**config.mk**
```make
export PLATFORM = sky130hd
export DESIGN_NAME = seven_seg_scanner
export DESIGN_NICKNAME = d
export VERILOG_FILES = /design/src/rtl/seven_seg_scanner.sv
export SDC_FILE = /design/constraint.sdc
export NUM_CORES = 1
export LEC_CHECK = 0
export ABC_AREA = 1
export BUFFER_PORTS_ARGS = -buffer_cell sky130_fd_sc_hd__buf_2
export CAP_MARGIN = 0
export CORE_ASPECT_RATIO = 1.5
export CORE_MARGIN = 2
export CORE_UTILIZATION = 51
export CTS_CLUSTER_SIZE = 10
export DETAILED_ROUTE_END_ITERATION = 12
export PLACE_DENSITY = 0.74
export SYNTH_ARGS = -nofsm -noshare
export SYNTH_HDL_FRONTEND = slang
export SYNTH_SLANG_ARGS = --single-unit
```
**constraint.sdc**
```tcl
create_clock -name clk -period 6.1 [get_ports clk]
set_input_delay 1.525 -clock clk [delete_from_list [all_inputs] [get_ports clk]]
set_output_delay 1.525 -clock clk [all_outputs]
set_load 0.02 [all_outputs]
```
**src/rtl/seven_seg_scanner.sv**
```systemverilog
// Six-digit common-anode 7-segment scanner: shadow-latches d1..d6 on load and
// time-multiplexes them with a one-cycle blank guard per slot. Option: SEVEN_SEG_BLANK_EN.
module seven_seg_scanner #(
  parameter int SCAN_DIV = 50000
) (
  input  logic       clk,
  input  logic       reset,
  input  logic       load,
  input  logic [3:0] d1,
  input  logic [3:0] d2,
  input  logic [3:0] d3,
  input  logic [3:0] d4,
  input  logic [3:0] d5,
  input  logic [3:0] d6,
  output logic [5:0] an,
  output logic [6:0] seg,
  output logic       frame_tick
);

  localparam int CNT_W = (SCAN_DIV > 1) ? $clog2(SCAN_DIV) : 1;
  localparam logic [CNT_W-1:0] CNT_LAST = CNT_W'(SCAN_DIV - 1);

  logic [CNT_W-1:0] cnt_q, cnt_d;
  logic [2:0]       idx_q, idx_d;
  logic [3:0]       shadow_q [6];
  logic             slot_end;
  logic             blank;

  function automatic logic [6:0] seg_decode(input logic [3:0] v);
    case (v)
      4'h0: seg_decode = 7'b1000000;
      4'h1: seg_decode = 7'b1111001;
      4'h2: seg_decode = 7'b0100100;
      4'h3: seg_decode = 7'b0110000;
      4'h4: seg_decode = 7'b0011001;
      4'h5: seg_decode = 7'b0010010;
      4'h6: seg_decode = 7'b0000010;
      4'h7: seg_decode = 7'b1111000;
      4'h8: seg_decode = 7'b0000000;
      4'h9: seg_decode = 7'b0010000;
      4'hA: seg_decode = 7'b0001000;
      4'hB: seg_decode = 7'b0000011;
      4'hC: seg_decode = 7'b1000110;
      4'hD: seg_decode = 7'b0100001;
      4'hE: seg_decode = 7'b0000110;
      default: seg_decode = 7'b0001110;
    endcase
  endfunction

  assign slot_end = (cnt_q == CNT_LAST);

  always_comb begin
    cnt_d = cnt_q + CNT_W'(1);
    idx_d = idx_q;
    if (slot_end) begin
      cnt_d = '0;
      idx_d = (idx_q == 3'd5) ? 3'd0 : idx_q + 3'd1;
    end
  end

  always_ff @(posedge clk) begin
    if (reset) begin
      cnt_q <= '0;
      idx_q <= '0;
      for (int i = 0; i < 6; i++) shadow_q[i] <= 4'd0;
    end else begin
      cnt_q <= cnt_d;
      idx_q <= idx_d;
      if (load) begin
        shadow_q[0] <= d1;
        shadow_q[1] <= d2;
        shadow_q[2] <= d3;
        shadow_q[3] <= d4;
        shadow_q[4] <= d5;
        shadow_q[5] <= d6;
      end
    end
  end

`ifdef SEVEN_SEG_BLANK_EN
  // A digit is a leading zero when it and every digit to its left are zero;
  // the rightmost digit always shows so a zero value still reads "0".
  logic lead_zero;
  always_comb begin
    lead_zero = 1'b1;
    for (int j = 0; j < 5; j++) begin
      if ((3'(j) <= idx_q) && (shadow_q[j] != 4'd0)) lead_zero = 1'b0;
    end
    blank = lead_zero && (idx_q != 3'd5);
  end
`else
  assign blank = 1'b0;
`endif

  always_comb begin
    an  = 6'b111111;
    seg = 7'b1111111;
    if ((cnt_q != '0) && !blank) begin
      an  = ~(6'b000001 << idx_q);
      seg = seg_decode(shadow_q[idx_q]);
    end
    frame_tick = slot_end && (idx_q == 3'd5);
  end

endmodule

```
# After elaboration in Yosys (flattened, before gate mapping)
# Memories as Yosys holds them, arrays and structs flattened. A register that Yosys moved wholly into a read port is not among the register bits.
# Cells that the tools add are included.
[word_totals]
register_bits = 19
mem_bits_rw = 24
romBits = 112
in_bits = 27
out_inout_bits = 14
wordCells = 35
memories = 2
[memory_table]
columns = ["memory", "words", "width", "rd", "rd_clocked_by_memory_dff", "wr", "line", "rtl"]
rows = [
  ["(name not given)", 16, 7, 1, 0, 0, "30", "case (v)"],
  ["shadow_q", 6, 4, 1, 1, 6, "25", "logic [3:0] shadow_q [6];"],
]
[classes]
n_addsub = 2
n_eq_ne = 2
shifts = 1
mux = 16
bitwise_logic = 7
reduce_logical = 3
[op_table]
columns = ["op", "n"]
rows = [
  ["$mux W4", 6],
  ["$add A16 B1 Y16 const B", 1],
  ["$eq A16 B16 Y1 const B", 1],
  ["$reduce_bool A16 Y1", 1],
  ["$mux W3", 3],
  ["$mux W7", 1],
  ["$mux W6", 1],
  ["$not A6 Y6", 1],
  ["$or A1 B1 Y1", 6],
  ["$shl A1 B3 Y6 const A", 1],
  ["$mux W1", 5],
  ["$add A3 B1 Y3 const B", 1],
  ["$eq A3 B3 Y1 const B", 1],
  ["$reduce_or A2 Y1", 1],
  ["$logic_and A1 B1 Y1", 1],
]

# Depth between registers and ports, before layout
[logic_depth]
ltp_word = 4
depth_mapped = 13

# Worst setup path after synthesis
# No wires, ideal clock.
[synth_timing]
kind = "reg2out"
from = "register with a tool-made name"
to = "output seg[1]"
t_arrival_ns = 1.623
path_slack_ns = 2.952
stages_incl_launch_ff = 12
path_cell_list = "dfxtp_1 > buf_6 > buf_4 > o21ai_0 > nand2_1 > nand2_1 > inv_1 > ha_1 > nand3_1 > nor2_1 > nor2_1 > nand2_1"
[synth_lines]
columns = ["item", "line", "rtl"]
rows = [
  ["end: declaration", "16", "output logic [6:0] seg,"],
]

==> impl_metrics.py <==
metrics = {
    "timing": {
        "slew_headroom": 0.483,
        "hold_viol": 0,
        "fmax_mhz": 261,
        "grt_setup_unrepaired": "no",
        "maxSlewViolCount": 0,
        "setup_viol": 0,
        "post-route-period-util": 0.628,
        "max_slew.worst_pin.slew_ps": 773,
        "finalSetupTns_ps": 0,
        "timing.final.crit_period_ps": 3830,
        "clock_skew_ps": 11.3,
    },
    "job": {
        "maxCapViolations": 0,
    },
    "setup_path": {
        "reg2reg_depth": 7,
        "slowest_stage": "dfxtp_1",
        "crit_fanout": 18,
        "rrSetupSlack_ps": 4500,
        "start_kind": "flip-flop",
        "cp_cell_sequence": "inv_4 -> nand2_1 -> nand3_1 -> nand2_1 -> nand2_1 -> nand2_1 -> inv_1 -> ha_1 -> nand3_1 -> nand2_1 -> nand2_1 -> nand3_1 -> buf_2",
        "cp.depth": 13,
        "end_kind": "primary output",
        "cp.arrival_ps": 2310,
        "crit_end": "seg[3]",
        "critical_path_buf_inv_count": 3,
        "crit_family": "simple AND/OR/NAND/NOR gates",
        "worst_path_largest_cell_delay_ps": 690,
        "timing.rr.end": "cnt_q[12]",
        "critPathMostFrequentCell": "nand2_1",
        "crit_type": "flip-flop to primary output",
        "rr_startpoint": "cnt_q[0]",
        "required_ps": 4580,
    },
    "clocking": {
        "cts.root.buffer_cell": "clkbuf_8",
        "clkSinkCount": 46,
        "cts_buffer_depth": 2,
        "cts_buffers": 5,
        "htreeDepth": 2,
        "cts_setup_buffers": 0,
        "ctsHoldBuffers": 0,
        "insertion_delay_ps": 300,
        "cts.clk_slew.worst_paths_ps": 90,
        "post_cts_resized": 0,
        "cts_tree": "yes",
    },
    "synthesis": {
        "synthSimpleGateAreaFrac": 0.368,
        "synthesis.area_um2": 2660,
        "synth.distinct_cells": 35,
        "async_reset_ff_frac": 0,
        "seq_area_frac_synth": 0.436,
        "ys_warn_count": 0,
        "synth_top_family_by_area": "simple AND/OR/NAND/NOR gates",
        "synth_edf_count": 24,
        "avgSynthCellArea_um2": 7.43,
        "postSynthCellCount": 358,
        "syn-num-nets": 394,
        "synthMuxAreaShare": 0,
        "synth-seq-cells": 46,
        "synthFlopType": "edfxtp_1",
        "synth_compound_area_frac": 0.0456,
        "synthXorXnorAreaFrac": 0.00658,
        "synthAdderAreaFrac": 0.0423,
    },
    "worst_hold_path": {
        "hold_class": "flip-flop to flip-flop",
    },
    "routing": {
        "ant_nets": 0,
        "drc": 0,
        "via_count": 2424,
        "drt_iter0_drc": 115,
        "wirelength_um": 5700,
        "dr.pass1.iters": 4,
        "met2_length_um": 3180,
        "met1_length_um": 2110,
        "wire_per_inst_um": 12.2,
        "vias_per_cell": 5.18,
        "wl_met3_um": 203,
        "highest_layer": "met4",
    },
    "power_and_ir_drop": {
        "p_leak_uw": 0.00136,
        "pwr-share-clk": 0.374,
        "cellPowerDensity_nw_per_um2": 232,
        "swShare": 0.239,
        "internal_power_uw": 536,
        "vdd_drop_max_mv": 0.166,
        "p_seq_frac": 0.494,
        "p_sw_uw": 168,
        "p_comb_frac": 0.132,
    },
    "die": {
        "dieArea_um2": 5820,
        "num_rows": 32,
        "die_w_um": 63.0,
        "core_area_um2": 5080,
        "io_pins": 41,
        "fp.dieH_um": 92.5,
        "start_util": 0.523,
    },
    "layout": {
        "fillers": 493,
        "multi_input_area_um2": 1230,
        "fin_cells": 468,
        "final_area_um2": 3040,
        "finalCoreUtilization": 0.597,
        "syn2layout_area_growth_pct": 14.1,
        "fin_nets": 435,
        "diodes": 0,
        "drive_above_1_share": 0.165,
        "ff_latch_area_um2": 1160,
    },
    "status": {
        "status": "finished clean",
    },
    "placed_design": {
        "dp_hpwl_um": 4420,
        "placed_cells": 460,
        "placed_area_um2": 2900,
        "port_buffers": 40,
        "place.gp.congestion": 0.902,
    },
    "global_routing": {
        "antenna_found_initial": 0,
        "grt_pass1_vias": 2437,
        "grt_max_degree": 25,
        "grt_pass1_wl_um": 9870,
        "overflow": 0,
        "grtUsageTotal": 0.212,
    },
}
[logic make-up (layout without fill, tap and decap cells)]
| family | Yosys count | after routing |
|---|---|---|
| adder cells (fa/ha/maj) | 9 | 9 |
| buffers and inverters | 66 | 108 |
| AND/OR/NAND/NOR | 213 | 213 |
| AO/OA/AOI/OAI | 22 | 22 |
| flip-flops | 46 | 46 |
| XOR/XNOR | 2 | 2 |
[routing by layer]
metal / track usage / vias up
met4: 0.113 / 0
met3: 0.0316 / 20
met1: 0.210 / 1106
met2: 0.412 / 68
li1: - / 1230
met5: 0 / -
[sequential cells by signal, indices dropped and copies added, names as in the netlist, named ones only]
name      cells
cnt_q        16
idx_q         3
shadow_q     24
[synth_stat cells, types with 6 or more instances]
master / number / area (um^2)
ha_1: 9 / 113
nand2_1: 82 / 308
dfxtp_1: 22 / 440
nor3_1: 11 / 55.1
nor2_1: 56 / 210
nand4_1: 8 / 50.1
inv_1: 55 / 206
o21ai_0: 6 / 30.0
nand3_1: 38 / 190
a21oi_1: 8 / 40.0
edfxtp_1: 24 / 721
[how the worst min path moves through the flow]
stage | from | end | depth (start not counted)
2_1_floorplan | cnt_q[13] | cnt_q[13] | 2
3_3_place_gp | cnt_q[13] | cnt_q[13] | 2
4_1_cts | cnt_q[13] | cnt_q[13] | 2
6_report | cnt_q[13] | cnt_q[13] | 2
5_1_grt | cnt_q[13] | cnt_q[13] | 2
3_5_place_dp | cnt_q[13] | cnt_q[13] | 2
[worst min-delay path, cell delays in order, from the launching register on]
cell and delay, ps:
dfxtp_1 330, nand2_1 60, a21oi_1 50
[through the flow]
step | hold slack [ps] | setup slack (ps) | total power (uW)
2_1_floorplan | 449 | 2950 | 416
3_3_place_gp | 459 | 2650 | 447
3_5_place_dp | 468 | 2590 | 448
4_1_cts | 481 | 2260 | 707
5_1_grt | 519 | 1960 | 734
6_report | 477 | 2270 | 704
[power by group through the flow]
stage / combinational [uW] / clock [uW] / sequential (uW)
4_1_cts: 93.5 / 265 / 348
3_5_place_dp: 93.2 / 0 / 355
2_1_floorplan: 64.1 / 0 / 352
3_3_place_gp: 92.4 / 0 / 355
5_1_grt: 106 / 279 / 349
6_report: 92.9 / 263 / 348
[area by class of cell]
cell class                      count  share of cell area
Inverter                           60              0.0750
Tap cell                           68              0.0280
Clock buffer                        5              0.0227
Multi-Input combinational cell    246               0.405
Timing Repair Buffer               40              0.0659
Sequential cell                    46               0.382
Clock inverter                      3              0.0210
[cell usage in the layout, fill, tap and decap left out, drive strengths merged, types with 2 or more instances in the layout]
cell,synthesis,layout
a21oi,8,8
buf,3,40
bufinv,0,2
clkbuf,3,5
dfxtp,22,22
edfxtp,24,24
ha,9,9
inv,60,60
nand2,84,84
nand3,39,39
nand4,9,9
nor2,59,59
nor3,15,15
nor4,2,2
o211ai,3,3
o21ai,11,11
or2,2,2
xor2,2,2
(Power assumes the default switching activity.)
